$ cat config.mk
export PLATFORM = sky130hd
export DESIGN_NAME = izh_neuron_scheduler
export DESIGN_NICKNAME = d
export VERILOG_FILES = /design/src/rtl/izh_neuron_scheduler.sv
export SDC_FILE = /design/constraint.sdc
export NUM_CORES = 1
export LEC_CHECK = 0
export ABC_AREA = 1
export CAP_MARGIN = 30
export CORE_MARGIN = 4
export CORE_UTILIZATION = 45
export CTS_CLUSTER_DIAMETER = 120
export DETAILED_ROUTE_END_ITERATION = 8
export DONT_BUFFER_PORTS = 1
export PLACE_DENSITY_LB_ADDON = 0.3
export SYNTH_ARGS = -nofsm -noshare
export SYNTH_HDL_FRONTEND = slang
export SYNTH_SLANG_ARGS = --single-unit
$ cat constraint.sdc
create_clock -name clk -period 8.9 [get_ports clk]
set_input_delay 2.225 -clock clk [delete_from_list [all_inputs] [get_ports clk]]
set_output_delay 2.225 -clock clk [all_outputs]
set_load 0.02 [all_outputs]
$ cat src/rtl/izh_neuron_scheduler.sv
// Time-multiplexed Izhikevich scheduler: per-neuron state/config, req/ack engine sequencing, spike FIFO.
// Optional spike counter output is enabled by defining IZH_SCHED_SPIKE_COUNT_EN.
module izh_neuron_scheduler #(
  parameter int unsigned NUM_NEURONS = 8,
  parameter int unsigned FIFO_DEPTH  = 4,
  localparam int unsigned NW = $clog2(NUM_NEURONS)
) (
  input  logic          clk,
  input  logic          rst_n,
  input  logic          ena,
  input  logic          start,
  output logic          busy,
  output logic          done,
  input  logic          cfg_we,
  input  logic [NW-1:0] cfg_addr,
  input  logic [15:0]   cfg_data,
  output logic          dp_req,
  output logic [17:0]   dp_v,
  output logic [17:0]   dp_u,
  output logic [3:0]    dp_a,
  output logic [3:0]    dp_b,
  output logic [17:0]   dp_i,
  input  logic          dp_ack,
  input  logic [17:0]   dp_v_nxt,
  input  logic [17:0]   dp_u_nxt,
  input  logic          dp_spike,
  output logic          spk_valid,
  output logic [NW-1:0] spk_id,
  input  logic          spk_ready,
`ifdef IZH_SCHED_SPIKE_COUNT_EN
  output logic [NW:0]   spk_count,
`endif
  output logic          spk_ovf
);

  localparam int unsigned FW       = $clog2(FIFO_DEPTH);
  localparam int unsigned LAST     = NUM_NEURONS - 1;
  localparam logic [NW-1:0] LAST_IDX = LAST[NW-1:0];
  localparam logic [FW:0]   FULL_CNT = FIFO_DEPTH[FW:0];
  localparam logic [17:0]   V_RST    = 18'h3_4CCD;
  localparam logic [17:0]   U_RST    = 18'h3_CCCD;

  typedef enum logic [2:0] {S_IDLE, S_ISSUE, S_WAIT, S_WB, S_FIN} state_t;

  state_t        r_state, w_state_nxt;
  logic [NW-1:0] r_idx;
  logic [17:0]   r_v [NUM_NEURONS];
  logic [17:0]   r_u [NUM_NEURONS];
  logic [3:0]    r_a [NUM_NEURONS];
  logic [3:0]    r_b [NUM_NEURONS];
  logic [7:0]    r_i [NUM_NEURONS];
  logic [17:0]   r_lat_v, r_lat_u;
  logic [3:0]    r_lat_a, r_lat_b;
  logic [7:0]    r_lat_i;
  logic [17:0]   r_res_v, r_res_u;
  logic          r_res_spk;
  logic [NW-1:0] r_fifo [FIFO_DEPTH];
  logic [FW-1:0] r_wr, r_rd;
  logic [FW:0]   r_cnt;
  logic          r_ovf;
  logic          w_capture, w_wb, w_last, w_full, w_push, w_push_ok, w_pop;
  logic [7:0]    w_i;

  assign w_last = (r_idx == LAST_IDX);

  always_ff @(posedge clk) begin
    if (!rst_n)   r_state <= S_IDLE;
    else if (ena) r_state <= w_state_nxt;
  end

  always_comb begin
    w_state_nxt = r_state;
    busy        = 1'b0;
    done        = 1'b0;
    dp_req      = 1'b0;
    w_capture   = 1'b0;
    w_wb        = 1'b0;
    case (r_state)
      S_IDLE:  if (start) w_state_nxt = S_ISSUE;
      S_ISSUE: begin
        busy        = 1'b1;
        dp_req      = 1'b1;
        w_state_nxt = S_WAIT;
      end
      S_WAIT: begin
        busy   = 1'b1;
        dp_req = 1'b1;
        if (dp_ack) begin
          w_capture   = 1'b1;
          w_state_nxt = S_WB;
        end
      end
      S_WB: begin
        busy        = 1'b1;
        w_wb        = 1'b1;
        w_state_nxt = w_last ? S_FIN : S_ISSUE;
      end
      S_FIN: begin
        done        = 1'b1;
        w_state_nxt = S_IDLE;
      end
      default: w_state_nxt = S_IDLE;
    endcase
  end

  // ISSUE shows the live entry; WAIT replays the copy latched at ISSUE so config writes cannot disturb it
  assign dp_v = (r_state == S_ISSUE) ? r_v[r_idx] : r_lat_v;
  assign dp_u = (r_state == S_ISSUE) ? r_u[r_idx] : r_lat_u;
  assign dp_a = (r_state == S_ISSUE) ? r_a[r_idx] : r_lat_a;
  assign dp_b = (r_state == S_ISSUE) ? r_b[r_idx] : r_lat_b;
  assign w_i  = (r_state == S_ISSUE) ? r_i[r_idx] : r_lat_i;
  assign dp_i = {w_i, 10'h0FF};

  always_ff @(posedge clk) begin
    if (!rst_n) begin
      r_idx     <= '0;
      r_lat_v   <= '0;
      r_lat_u   <= '0;
      r_lat_a   <= '0;
      r_lat_b   <= '0;
      r_lat_i   <= '0;
      r_res_v   <= '0;
      r_res_u   <= '0;
      r_res_spk <= 1'b0;
      for (int unsigned k = 0; k < NUM_NEURONS; k++) begin
        r_v[k[NW-1:0]] <= V_RST;
        r_u[k[NW-1:0]] <= U_RST;
        r_a[k[NW-1:0]] <= '0;
        r_b[k[NW-1:0]] <= '0;
        r_i[k[NW-1:0]] <= '0;
      end
    end else begin
      if (cfg_we) begin
        r_a[cfg_addr] <= cfg_data[15:12];
        r_b[cfg_addr] <= cfg_data[11:8];
        r_i[cfg_addr] <= cfg_data[7:0];
      end
      if (ena) begin
        if (r_state == S_IDLE) r_idx <= '0;
        if (r_state == S_ISSUE) begin
          r_lat_v <= r_v[r_idx];
          r_lat_u <= r_u[r_idx];
          r_lat_a <= r_a[r_idx];
          r_lat_b <= r_b[r_idx];
          r_lat_i <= r_i[r_idx];
        end
        if (w_capture) begin
          r_res_v   <= dp_v_nxt;
          r_res_u   <= dp_u_nxt;
          r_res_spk <= dp_spike;
        end
        if (w_wb) begin
          r_v[r_idx] <= r_res_v;
          r_u[r_idx] <= r_res_u;
          if (!w_last) r_idx <= r_idx + 1'b1;
        end
      end
    end
  end

  assign w_full    = (r_cnt == FULL_CNT);
  assign spk_valid = (r_cnt != '0);
  assign spk_id    = r_fifo[r_rd];
  assign spk_ovf   = r_ovf;
  assign w_push    = ena && w_wb && r_res_spk;
  assign w_pop     = ena && spk_valid && spk_ready;
  assign w_push_ok = w_push && (!w_full || w_pop);

  always_ff @(posedge clk) begin
    if (w_push_ok) r_fifo[r_wr] <= r_idx;
  end

  always_ff @(posedge clk) begin
    if (!rst_n) begin
      r_wr  <= '0;
      r_rd  <= '0;
      r_cnt <= '0;
      r_ovf <= 1'b0;
    end else begin
      if (w_push_ok) r_wr <= r_wr + 1'b1;
      if (w_pop)     r_rd <= r_rd + 1'b1;
      if (w_push && !w_push_ok) r_ovf <= 1'b1;
      case ({w_push_ok, w_pop})
        2'b10:   r_cnt <= r_cnt + 1'b1;
        2'b01:   r_cnt <= r_cnt - 1'b1;
        default: r_cnt <= r_cnt;
      endcase
    end
  end

`ifdef IZH_SCHED_SPIKE_COUNT_EN
  logic [NW:0] r_spk_run, r_spk_count;

  // Counts attempted pushes so dropped spikes are included
  always_ff @(posedge clk) begin
    if (!rst_n) begin
      r_spk_run   <= '0;
      r_spk_count <= '0;
    end else if (ena) begin
      if (r_state == S_IDLE && start) r_spk_run <= '0;
      if (w_push)                     r_spk_run <= r_spk_run + 1'b1;
      if (r_state == S_FIN)           r_spk_count <= r_spk_run;
    end
  end

  assign spk_count = r_spk_count;
`endif

endmodule
## Word level (Yosys, flattened, before mapping)

Memories as Yosys holds them, arrays and structs flattened. A register that Yosys moved wholly into a read port is not among the register bits.
Cells that the tools add are included.

- Div/mod/pow operators: 0
- Multiply operators: 0
- Shift operators: 0
- Muxes and demuxes: 56
- Magnitude comparators: 0
- Eq/ne operators: 10
- Reduce and logical (&&, ||, !) cells: 21
- Add/subtract/negate cells: 5
- Bitwise gates (word level): 0

Operators with widths:

| cell | number |
|---|---|
| $mux 18 | 4 |
| $mux 3 | 21 |
| $reduce_or 18->1 | 2 |
| $mux 1 | 21 |
| $mux 4 | 4 |
| $mux 8 | 2 |
| $pmux 3 s4 | 1 |
| $eq 3x3->1 const B | 3 |
| $reduce_or 4->1 | 2 |
| $reduce_or 8->1 | 1 |
| $add 3x1->3 const B | 2 |
| $eq 3x2->1 const B | 2 |
| $logic_and 1x1->1 | 6 |
| $pmux 3 s2 | 1 |
| $add 2x1->2 const B | 2 |
| $mux 2 | 2 |
| $ne 2x2->1 const B | 2 |
| $eq 3x1->1 const B | 1 |
| $logic_not 3->1 | 1 |
| $reduce_and 3->1 | 1 |
| $reduce_bool 3->1 | 1 |
| $reduce_or 3->1 | 1 |
| $sub 3x1->3 const B | 1 |
| $eq 2x1->1 const B | 1 |
| other kinds (6) | 7 |

- Bits in latches: 0
- Output and inout port bits: 70
- Memories: 6
- Word-level logic and storage cells: 112
- Bits in registers: 103
- RAM bits: 428
- Bits in read-only memories: 0

Memories:

| memory | depth | width | read ports | clocked after memory_dff | write ports | RTL line | text |
|---|---|---|---|---|---|---|---|
| r_u | 8 | 18 | 1 | 1 | 8 | 48 | `logic [17:0] r_u [NUM_NEURONS];` |
| r_v | 8 | 18 | 1 | 1 | 8 | 47 | `logic [17:0] r_v [NUM_NEURONS];` |
| r_i | 8 | 8 | 1 | 1 | 8 | 51 | `logic [7:0] r_i [NUM_NEURONS];` |
| r_a | 8 | 4 | 1 | 1 | 8 | 49 | `logic [3:0] r_a [NUM_NEURONS];` |
| r_b | 8 | 4 | 1 | 1 | 8 | 50 | `logic [3:0] r_b [NUM_NEURONS];` |
| r_fifo | 4 | 3 | 1 | 1 | 1 | 57 | `logic [NW-1:0] r_fifo [FIFO_DEPTH];` |

## Logic depth before layout (Yosys ltp)

Gate-level depths: netlist of run 1.

- Depth after elaboration: 8
- Gate-level depth with buffers: 12

## Worst setup path before layout of run 1

No wires, ideal clock.

- Path type: input to register
- Start: input ena
- End: memory r_u[0][0], enable pin
- Slack: 4.543 ns
- Path buffers: 2
- Data arrival time: 3.963 ns
- Stages on the path: 8
- Cells stage by stage: buf_2 nand4_2 nor2_4 nand2_4 nor2_4 inv_2 buf_2 nand2_1

RTL lines:

| element | RTL line | text |
|---|---|---|
| start, declared | 10 | `input logic ena,` |
| end, declared | 48 |  |

==> summary.md, run 1 <==
| Metric | Value |
|---|---|
| Synth unique cells | 26 |
| RR Endpoint | r_v[5][6] |
| Height of the die | roughly 240 um |
| Sequential element share of the synthesized area | between 60% and 70% |
| FF-to-FF setup slack | 5620 ps |
| Total power | 5.65 mW |
| Residual DRC | 0 |
| Setup TNS | 0 ps |
| Area Overhead vs Synth | 10.1% |
| Total Routed Length | just under 70,000 um |
| Worst r2r src | r_state[1] |
| Final worst-path cycle share | between 60 and 70% |
| Vias in the first global route | between 15,000 and 20,000 |
| Initial antenna violation count | 3 |
| Most frequent CP cell | nand3_1 |
| IO buf count | 0 |
| Kind of critical path | flip-flop to output pin |
| Synth area leaders | edfxtp_1 52%, nand2_1 14%, dfxtp_1 8.7% |
| Max_cap viols | 0 |
| Worst-Skew Late Latency | just over 600 ps |
| Hold Vio Cnt, Final | 0 |
| Post-synthesis cell count | 2,945 |
| Worst slack, placed | between 3000 and 4000 ps |
| Dpl hpwl | about 39,000 um |
| Worst setup SP type | flip-flop |
| Most frequent cells in the layout | 892 x nand2_1, 428 x edfxtp_1, 412 x inv_1 |
| Final-report max-slew violation count | 0 |
| Fraction of layout cells with a size suffix above 1 | a little under 5% |
| Critical Path End Type | output pin |
| Hold buffers post-CTS | 0 |
| Die area | approximately 59,000 sq um |
| Rel. slew slack | a little over a quarter |
| Peak VDD IR | around 0.16 mV |
| CP Max Fanout | between 50 and 60 |
| Commonest non-fill, non-tap cell in the layout | nand2_1 |
| Clock transition at path regs | 60 ps |
| Area leader, netlist | edfxtp_1 |
| Worst path arrival time | about 3600 ps |
| CTS Root Cell | clkbuf_16 |
| Leakage | 11.8 nW |
| Inserted Clock Buffers | 57 |
| Synth Cell Area | roughly 25,000 sq um |
| Tmin final | 5800 ps |
| Fin util | approximately half |
| Clock buffer depth | 3 |
| Worst Hold Endpoint | r_rd[1] |
| Hold path depth | 2 |
| WP data required | approximately 6700 ps |
| Synthesized area per cell | 8.46 sq um |
| Max frequency | approximately 0.17 GHz |
| First-pass GRT wire length | 104,000 um |
| Total setup buffers inserted after CTS | 0 |
| Peak per-stage delay on the critical path | between 800 and 900 ps |
| Global route overflow | 0 |
| Synth warnings | 0 |
| Rows | between 80 and 90 |
| Final Worst Setup Slack | ~3100 ps |
| H-tree level count | 2 |
| Post-CTS sizing | 0 |
| Via density | roughly 5.2 |
| TritonCTS clock tree | yes |
| Worst slew pin tran | between 1000 and 1500 ps |
| Largest net degree at the start of global routing | approximately 140 |
| Worst Hold Launch | r_rd[1] |
| Io pins | 133 |
| Seq cells post-synth | about 540 |
| RSZ-0062 raised after global routing | no |
| Slowest-stage cell, CP | clkinv_2 |
| Initial drt markers | 2,143 |
| CP Cell Sequence | clkinv_2, buf_4, nand3_1, nand3_1, nand3_1, nand2_1 |
| Worst min path class | flip-flop to flip-flop |
| Reg2Reg Depth | 5 |
| Drt wl/cell | around 18 um |
| PwrDens | ~200 nW/um^2 |
| DR vias | 19,100 |
| Number of setup violations in the final report | 0 |
| Share of the synthesized area in the top cell type | roughly 52% |
| Final nets | ~3,000 |
| GPL Wtd Cong | 0.810 |
| Initial Util | between 40 and 50% |
| CTS Sinks | about 540 |
| Outcome | complete, no violations |
| Core ar. | roughly 54,000 sq um |
| Setup Skew | between 20 and 30 ps |
| DRT Pass-1 Iters | 6 |
| Antenna Nets Post-Route | 0 |
| Total GRT Usage | around 22% |
| Die W | about 240 um |
report_power, final:
group | internal [mW] | switching, mW
sequential | 2.78 | 0.0325
clock | 1.40 | 1.01
combinational | 0.0905 | 0.327
total | 4.27 | 1.37
kinds of logic (layout without fill, tap and decap cells):
family                     Yosys count  count (layout)  synth area share, %
AOI/OAI and AO/OA                  105             105                 2.13
DFF                                536             536                 60.3
and+or+nand+nor                   1671            1671                 27.3
buffers and inverters              624             594                 9.87
other                                2              13               0.0301
adders and majority gates            7               7                0.382
cells in the mapped netlist (all sizes together):
cell type / n
nor2: 394
a21oi: 50
clkbuf: 75
nand2: 900
o22ai: 3
nor3: 2
inv: 422
edfxtp: 428
o21ai: 51
nand3: 372
clkinv: 37
ha: 6
conb: 2
a31oi: 1
nand4: 3
dfxtp: 108
fa: 1
buf: 90
cell type report:
| cell class | instances | area [sq um] |
|---|---|---|
| antenna | 3 | 7.51 |
| clock buffer | 72 | 1530 |
| clock inverter | 35 | 365 |
| fill | 4964 | 26900 |
| inverter | 459 | 1730 |
| multi-input combinational | 1793 | 7490 |
| sequential | 536 | 15000 |
| tap | 739 | 925 |
| timing repair buffer | 28 | 355 |
worst max-delay path by stage:
stage	endpoint	slack (ps)
2_1_floorplan	r_u[0][0]	4540
3_3_place_gp	dp_u[9]	3690
3_5_place_dp	dp_u[9]	3670
4_1_cts	dp_u[9]	3020
5_1_grt	dp_u[9]	2830
6_report	dp_u[9]	3100
worst max-delay path, delay by kind of cell, from the launching register on:
kind	cells	cell delay (ps)
buffers and inverters	2	1490
flip-flops	1	690
AND/OR/NAND/NOR	4	700
sequential cells by signal, indices dropped and copies added (netlist names), named ones only:
name	count
r_lat_v	18
r_v	144
r_b	32
r_wr	2
r_lat_u	18
r_rd	2
r_res_u	18
r_state	3
r_i	64
r_lat_a	4
spk_ovf	1
r_cnt	3
r_u	144
r_res_v	18
r_idx	3
r_res_spk	1
r_fifo	12
r_lat_i	8
r_lat_b	4
r_a	32
routing by layer:
metal / routed length [um] / global-route usage [%]
met1: 28000 / 30.2
met2: 32000 / 36.4
met3: 5620 / 3.69
met4: 1660 / 7.33
met5: 0 / 0
through the flow:
stage | hold WS (ps) | cell area [sq um] | cells
floorplan | 436 | 24900 | 2953
global placement | 449 | 25300 | 3547
detailed placement | 464 | 25500 | 3555
CTS | 480 | 27400 | 3662
global route | 511 | 27400 | 3664
finish | 476 | 27400 | 3665
Power figures use the tool's default switching activity.
==> run 2: changes to the inputs <==
- clock period: 8.9 -> 4.8 ns (I/O delays scaled with it)
==> summary.md, run 2 (synthesized netlist as in run 1, its figures left out) <==
| Metric | Value |
|---|---|
| Fraction of layout cells with a size suffix above 1 | 5.31% (+0.35 points) |
| Largest net degree at the start of global routing | 131 (-9.0%) |
| Final nets | 2,962 (+0.58%) |
| Fill cells | 4,987 (+0.46%) |
| WP data required | 3600 ps (-3080 ps) |
| Worst min path class | flip-flop to flip-flop |
| Total setup buffers inserted after CTS | 0 (unchanged) |
| Post-place instance area | 25,600 sq um (+0.36%) |
| Setup Skew | 30.7 ps (+2.84 ps) |
| Cell area after layout | 27,400 sq um (about the same) |
| Total power | 10.3 mW (+83%) |
| Critical Path End Type | output pin |
| Commonest non-fill, non-tap cell in the layout | nand2_1 |
| Core ar. | 54,300 sq um (unchanged) |
| Outcome | complete, no violations |
| Layout Cells excl Fill | 3,679 (+0.38%) |
| Drt wl/cell | 18.8 um (+2.6%) |
| Residual DRC | 0 (unchanged) |
| Die W | 243 um (unchanged) |
| Slowest-stage cell, CP | buf_4 |
| CP Cell Sequence | buf_4, buf_4, nand3_1, nand3_1, nand3_1, nand2_1 |
| Logic pwr share | 7.6% (+0.2 points) |
| CTS Sinks | 536 (unchanged) |
| Initial drt markers | 1,860 (-13%) |
| Kind of critical path | flip-flop to output pin |
| Initial antenna violation count | 0 (-3) |
| Global route overflow | 0 (unchanged) |
| First-pass GRT wire length | 107,000 um (+3.6%) |
| Post-CTS sizing | 0 (unchanged) |
| Height of the die | 243 um (unchanged) |
| H-tree level count | 2 (unchanged) |
| Hold buffers post-CTS | 0 (unchanged) |
| Antenna Nets Post-Route | 0 (unchanged) |
| Hold Vio Cnt, Final | 0 (unchanged) |
| Clock buffer depth | 3 (unchanged) |
| Area Overhead vs Synth | 10.2% (about the same) |
| Rows | 85 (unchanged) |
| DR vias | 19,100 (-0.0052%) |
| Total Routed Length | 69,300 um (+3.0%) |
| Io pins | 133 (unchanged) |
| Worst slew pin tran | 993 ps (-107 ps) |
| DRT Pass-1 Iters | 6 (unchanged) |
| TritonCTS clock tree | yes |
| Most frequent CP cell | nand3_1 |
| Inserted Clock Buffers | 57 (unchanged) |
| Dpl hpwl | 41,100 um (+5.0%) |
| Worst-Skew Late Latency | 620 ps (about the same) |
| Fin Hold WS | 478 ps (+1.74 ps) |
| Placed insts | 3,572 (+0.48%) |
| Max_cap viols | 0 (unchanged) |
| PwrDens | 376 nW/um^2 (+83%) |
| IO buf count | 0 (unchanged) |
| Initial Util | 45.8% (unchanged) |
| Clock transition at path regs | 60 ps (about the same) |
| Vias in the first global route | 18,800 (+3.2%) |
| Worst setup SP type | flip-flop |
| Via density | 5.19 (-0.39%) |
| RSZ-0062 raised after global routing | no |
| Clock share of power | 42.0% (-0.7 points) |
| Cell Int Power | 7.81 mW (+83%) |
| Peak VDD IR | 0.301 mV (+94%) |
| Final worst-path cycle share | between 80% and 90% |
| GPL Wtd Cong | 0.838 (+3.5%) |
| Final-report max-slew violation count | 0 (unchanged) |
| Leakage | 11.9 nW (+0.43%) |
| CP Max Fanout | 64 (+21%) |
| Worst path arrival time | 2900 ps (-670 ps) |
| Tmin final | slightly above 4000 ps |
| Rel. slew slack | 33.6% (+7.2 points) |
| Switching Fraction | 24.4% (+0.087 points) |
| Switching power total | 2.53 mW (+84%) |
| Number of setup violations in the final report | 0 (unchanged) |
| Total GRT Usage | 23.1% (+0.91 points) |
| Peak per-stage delay on the critical path | 710 ps (-150 ps) |
| Reg power frac | 50.5% (+0.6 points) |
| Setup TNS | 0 ps (unchanged) |
| Most frequent cells in the layout | 892 x nand2_1, 428 x edfxtp_1, 412 x inv_1 |
| Die area | 59,200 sq um (unchanged) |
| CTS Root Cell | clkbuf_16 |
| Max frequency | roughly 0.24 GHz |
| Ant. Diodes | 0 (-3) |
| Top flop regs | r_u (144), r_v (144), r_i (64) |
[run 2: cell types whose count changed in the layout (fill, tap and decap cells not counted), moves of 2 or more]
| cell | before | now |
|---|---|---|
| buf_12 | 2 | 9 |
| buf_16 | 6 | 0 |
| buf_4 | 20 | 36 |
| bufinv_16 | 6 | 4 |
| clkinv_1 | 44 | 49 |
| clkinvlp_4 | 4 | 0 |
| diode_2 | 3 | 0 |
[run 2: cell type report]
type	instances	area (sq um)	area share (%)
Timing Repair Buffer	45	450	1.64
Multi-Input combinational cell	1793	7490	27.3
Clock inverter	34	292	1.06
Clock buffer	73	1540	5.60
Sequential cell	536	15000	54.7
Inverter	459	1730	6.30
Tap cell	739	925	3.37
[run 2: critical path: cells and delay by family, from the launching register on]
kind	cells	cell delay (ps)
and+or+nand+nor	4	700
DFF	1	350
buffers and inverters	2	1170
[run 2: power by group through the flow]
stage / logic [mW] / registers [mW] / clock network [mW]
6_report: 0.781 / 5.21 / 4.34
5_1_grt: 0.869 / 5.23 / 4.61
2_1_floorplan: 0.586 / 5.30 / 0
3_5_place_dp: 0.782 / 5.31 / 0
4_1_cts: 0.785 / 5.21 / 4.39
3_3_place_gp: 0.764 / 5.30 / 0
[run 2: worst paths after layout]
check | to | startpoint | cells past startpoint | slack (ps)
setup / recovery | dp_u[12] | flip-flop | 6 | 700
hold reg to reg | r_res_spk | r_res_spk | 2 | 480
setup reg to reg | r_u[5][16] | r_state[1] | 6 | 2170
hold / removal | r_res_spk | r_res_spk | 2 | 480
[run 2: per-layer routing]
| layer | wire length [um] | vias up | global-route usage, % |
|---|---|---|---|
| li1 | - | 9126 | - |
| met1 | 28000 | 9036 | 30.9 |
| met2 | 33000 | 792 | 38.8 |
| met3 | 6380 | 135 | 3.97 |
| met4 | 1900 | 0 | 6.93 |
| met5 | 0 | - | 0 |
[run 2: stage by stage]
stage | worst slack, ps | utilization [%]
floorplan | 1470 | -
global placement | 1410 | 47.1
detailed placement | 1370 | 47.1
CTS | 694 | 50.5
global route | 511 | 50.5
finish | 705 | 50.5
==> run 3: changes to the inputs <==
- CTS_BUF_LIST: not set -> sky130_fd_sc_hd__clkbuf_2 sky130_fd_sc_hd__clkbuf_4 sky130_fd_sc_hd__clkbuf_8
- GPL_TIMING_DRIVEN: not set -> 0
==> summary.md, run 3 (synthesized netlist as in run 1, its figures left out) <==
| Metric | Value |
|---|---|
| Rel. slew slack | 35.6% (+2.0 points) |
| Cell Int Power | 7.90 mW (+1.2%) |
| Critical path's top delay family | buffers and inverters |
| Outcome | complete, no violations |
| Final Worst Setup Slack | 321 ps (-384 ps) |
| Switching Fraction | 25.1% (+0.67 points) |
| Kind of critical path | flip-flop to output pin |
| Rows | 85 (unchanged) |
| Worst setup SP type | flip-flop |
| Drt wl/cell | 20.3 um (+8.0%) |
| Peak VDD IR | 0.190 mV (-37%) |
| Die area | 59,200 sq um (unchanged) |
| Setup Skew | 29.4 ps (-1.33 ps) |
| Final nets | 3,124 (+5.5%) |
| IO buf count | 0 (unchanged) |
| CP Max Fanout | 10 (-84%) |
| Commonest non-fill, non-tap cell in the layout | nand2_1 |
| WP data required | 3600 ps (about the same) |
| Dpl hpwl | 53,000 um (+29%) |
| Global route overflow | 0 (unchanged) |
| Via density | 5.28 (+1.8%) |
| RSZ-0062 raised after global routing | no |
| Fin Hold WS | 477 ps (-1.02 ps) |
| Critical Path End Type | output pin |
| Clock transition at path regs | 60 ps (about the same) |
| Buf+Inv Stages, Crit Path | 3 (+1) |
| Worst slew pin tran | 963 ps (-30.1 ps) |
| Largest net degree at the start of global routing | 26 (-80%) |
| Inserted Clock Buffers | 89 (+56%) |
| Core ar. | 54,300 sq um (unchanged) |
| Hold buffers post-CTS | 0 (unchanged) |
| CP Cell Sequence | clkbuf_1, clkinv_1, clkbuf_1, nand3_1, nand3_1, nand2_1 |
| Top flop regs | r_u (144), r_v (144), r_i (64) |
| Initial drt markers | 2,160 (+16%) |
| Fraction of layout cells with a size suffix above 1 | 8.59% (+3.3 points) |
| Clock buffer depth | 3 (unchanged) |
| Max_cap viols | 0 (unchanged) |
| Most frequent cells in the layout | 891 x nand2_1, 428 x edfxtp_1, 413 x inv_1 |
| Initial Util | 45.8% (unchanged) |
| Residual DRC | 0 (unchanged) |
| DRT Pass-1 Iters | 7 (+1) |
| Worst slack, placed | 494 ps (-874 ps) |
| H-tree level count | 3 (+1) |
| Total power | 10.6 mW (+2.1%) |
| Die W | 243 um (unchanged) |
| Clock share of power | 42.3% (+0.3 points) |
| Slowest-stage cell, CP | clkbuf_1 |
| Number of setup violations in the final report | 0 (unchanged) |
| First-pass GRT wire length | 115,000 um (+7.7%) |
| Logic pwr share | 8.3% (+0.7 points) |
| Peak per-stage delay on the critical path | 560 ps (-150 ps) |
| Post-CTS sizing | 0 (unchanged) |
| Final-report max-slew violation count | 0 (unchanged) |
| Layout Cells excl Fill | 3,873 (+5.3%) |
| Final worst-path cycle share | 93.3% (+8.0 points) |
| Placed insts | 3,702 (+3.6%) |
| Hold Vio Cnt, Final | 0 (unchanged) |
| GPL Wtd Cong | 0.886 (+5.8%) |
| Max frequency | 0.223 GHz (-8.6%) |
| Io pins | 133 (unchanged) |
| Worst-Skew Late Latency | 680 ps (+60 ps) |
| Tmin final | 4480 ps (+384 ps) |
| Worst path arrival time | 3280 ps (+380 ps) |
| Total setup buffers inserted after CTS | 0 (unchanged) |
| TritonCTS clock tree | yes |
| PwrDens | 376 nW/um^2 (-0.25%) |
| Reg power frac | 49.4% (-1.1 points) |
| Total Routed Length | 78,800 um (+14%) |
| Worst min path class | flip-flop to flip-flop |
| Antenna Nets Post-Route | 0 (unchanged) |
| Height of the die | 243 um (unchanged) |
| DR vias | 20,500 (+7.1%) |
| CTS Sinks | 536 (unchanged) |
| Fin util | 51.7% (+1.2 points) |
| CTS Root Cell | clkbuf_8 |
| Switching power total | 2.65 mW (+4.9%) |
| Initial antenna violation count | 7 (+7) |
| Leakage | 12.3 nW (+3.6%) |
| Vias in the first global route | 19,600 (+4.3%) |
| Area Overhead vs Synth | 12.8% |
| Total GRT Usage | 25.9% (+2.8 points) |
-- run 3: changes by cell type in the layout (fill, tap and decap cells not counted), sizes merged --
| cell | change |
|---|---|
| clkinv | -17 |
| clkinvlp | +2 |
| buf | +55 |
| inv | +1 |
| bufinv | -1 |
| diode | +3 |
| clkbuf | +151 |
-- run 3: path summary, 6_finish.rpt --
| path | startpoint | to | slack (ps) | cells after the start |
|---|---|---|---|---|
| worst max-delay path | flip-flop | dp_v[15] | 320 | 6 |
| worst min-delay path | r_rd[1] | r_rd[1] | 480 | 2 |
| worst min register to register | r_rd[1] | r_rd[1] | 480 | 2 |
| worst max register to register | r_idx[1] | r_v[1][2] | 1560 | 7 |
-- run 3: area by class of cell --
cell class	instances	area, sq um
tap	739	925
fill	4970	26200
buffer	165	736
sequential	536	15000
antenna	3	7.51
clock buffer	149	1810
inverter	459	1720
multi-input combinational	1793	7490
timing repair buffer	10	216
clock inverter	19	183
-- run 3: worst register-to-register path: stages, from the launching register on --
cell and delay [ps]:
dfxtp_1 610, nor2_1 80, inv_1 130, nor2_1 60, nand2_1 330, clkbuf_1 720
nand2_2 650, buf_16 370
-- run 3: through the flow --
| step | setup TNS, ps | area [sq um] |
|---|---|---|
| after detailed placement | 0 | 26100 |
| after global placement | -41950 | 25900 |
| final | 0 | 28100 |
| after floorplan | 0 | 24900 |
| after global routing | 0 | 28100 |
| after CTS | 0 | 28100 |
-- run 3: routing by layer --
layer | share of wire (%) | global-route usage [%] | vias to the layer above
li1 | - | - | 9480
met1 | 37 | 31.9 | 9612
met2 | 46 | 41.6 | 1118
met4 | 5.8 | 14.7 | 8
met5 | 0.066 | 0 | -
met3 | 11 | 6.48 | 234
-- run 3: power by group through the flow --
stage / clock network (mW) / registers [mW] / logic [mW]
after detailed placement: 0 / 5.31 / 0.872
after floorplan: 0 / 5.30 / 0.586
final: 4.46 / 5.21 / 0.880
after global placement: 0 / 5.31 / 0.823
after CTS: 4.47 / 5.21 / 0.875
after global routing: 4.69 / 5.22 / 0.959
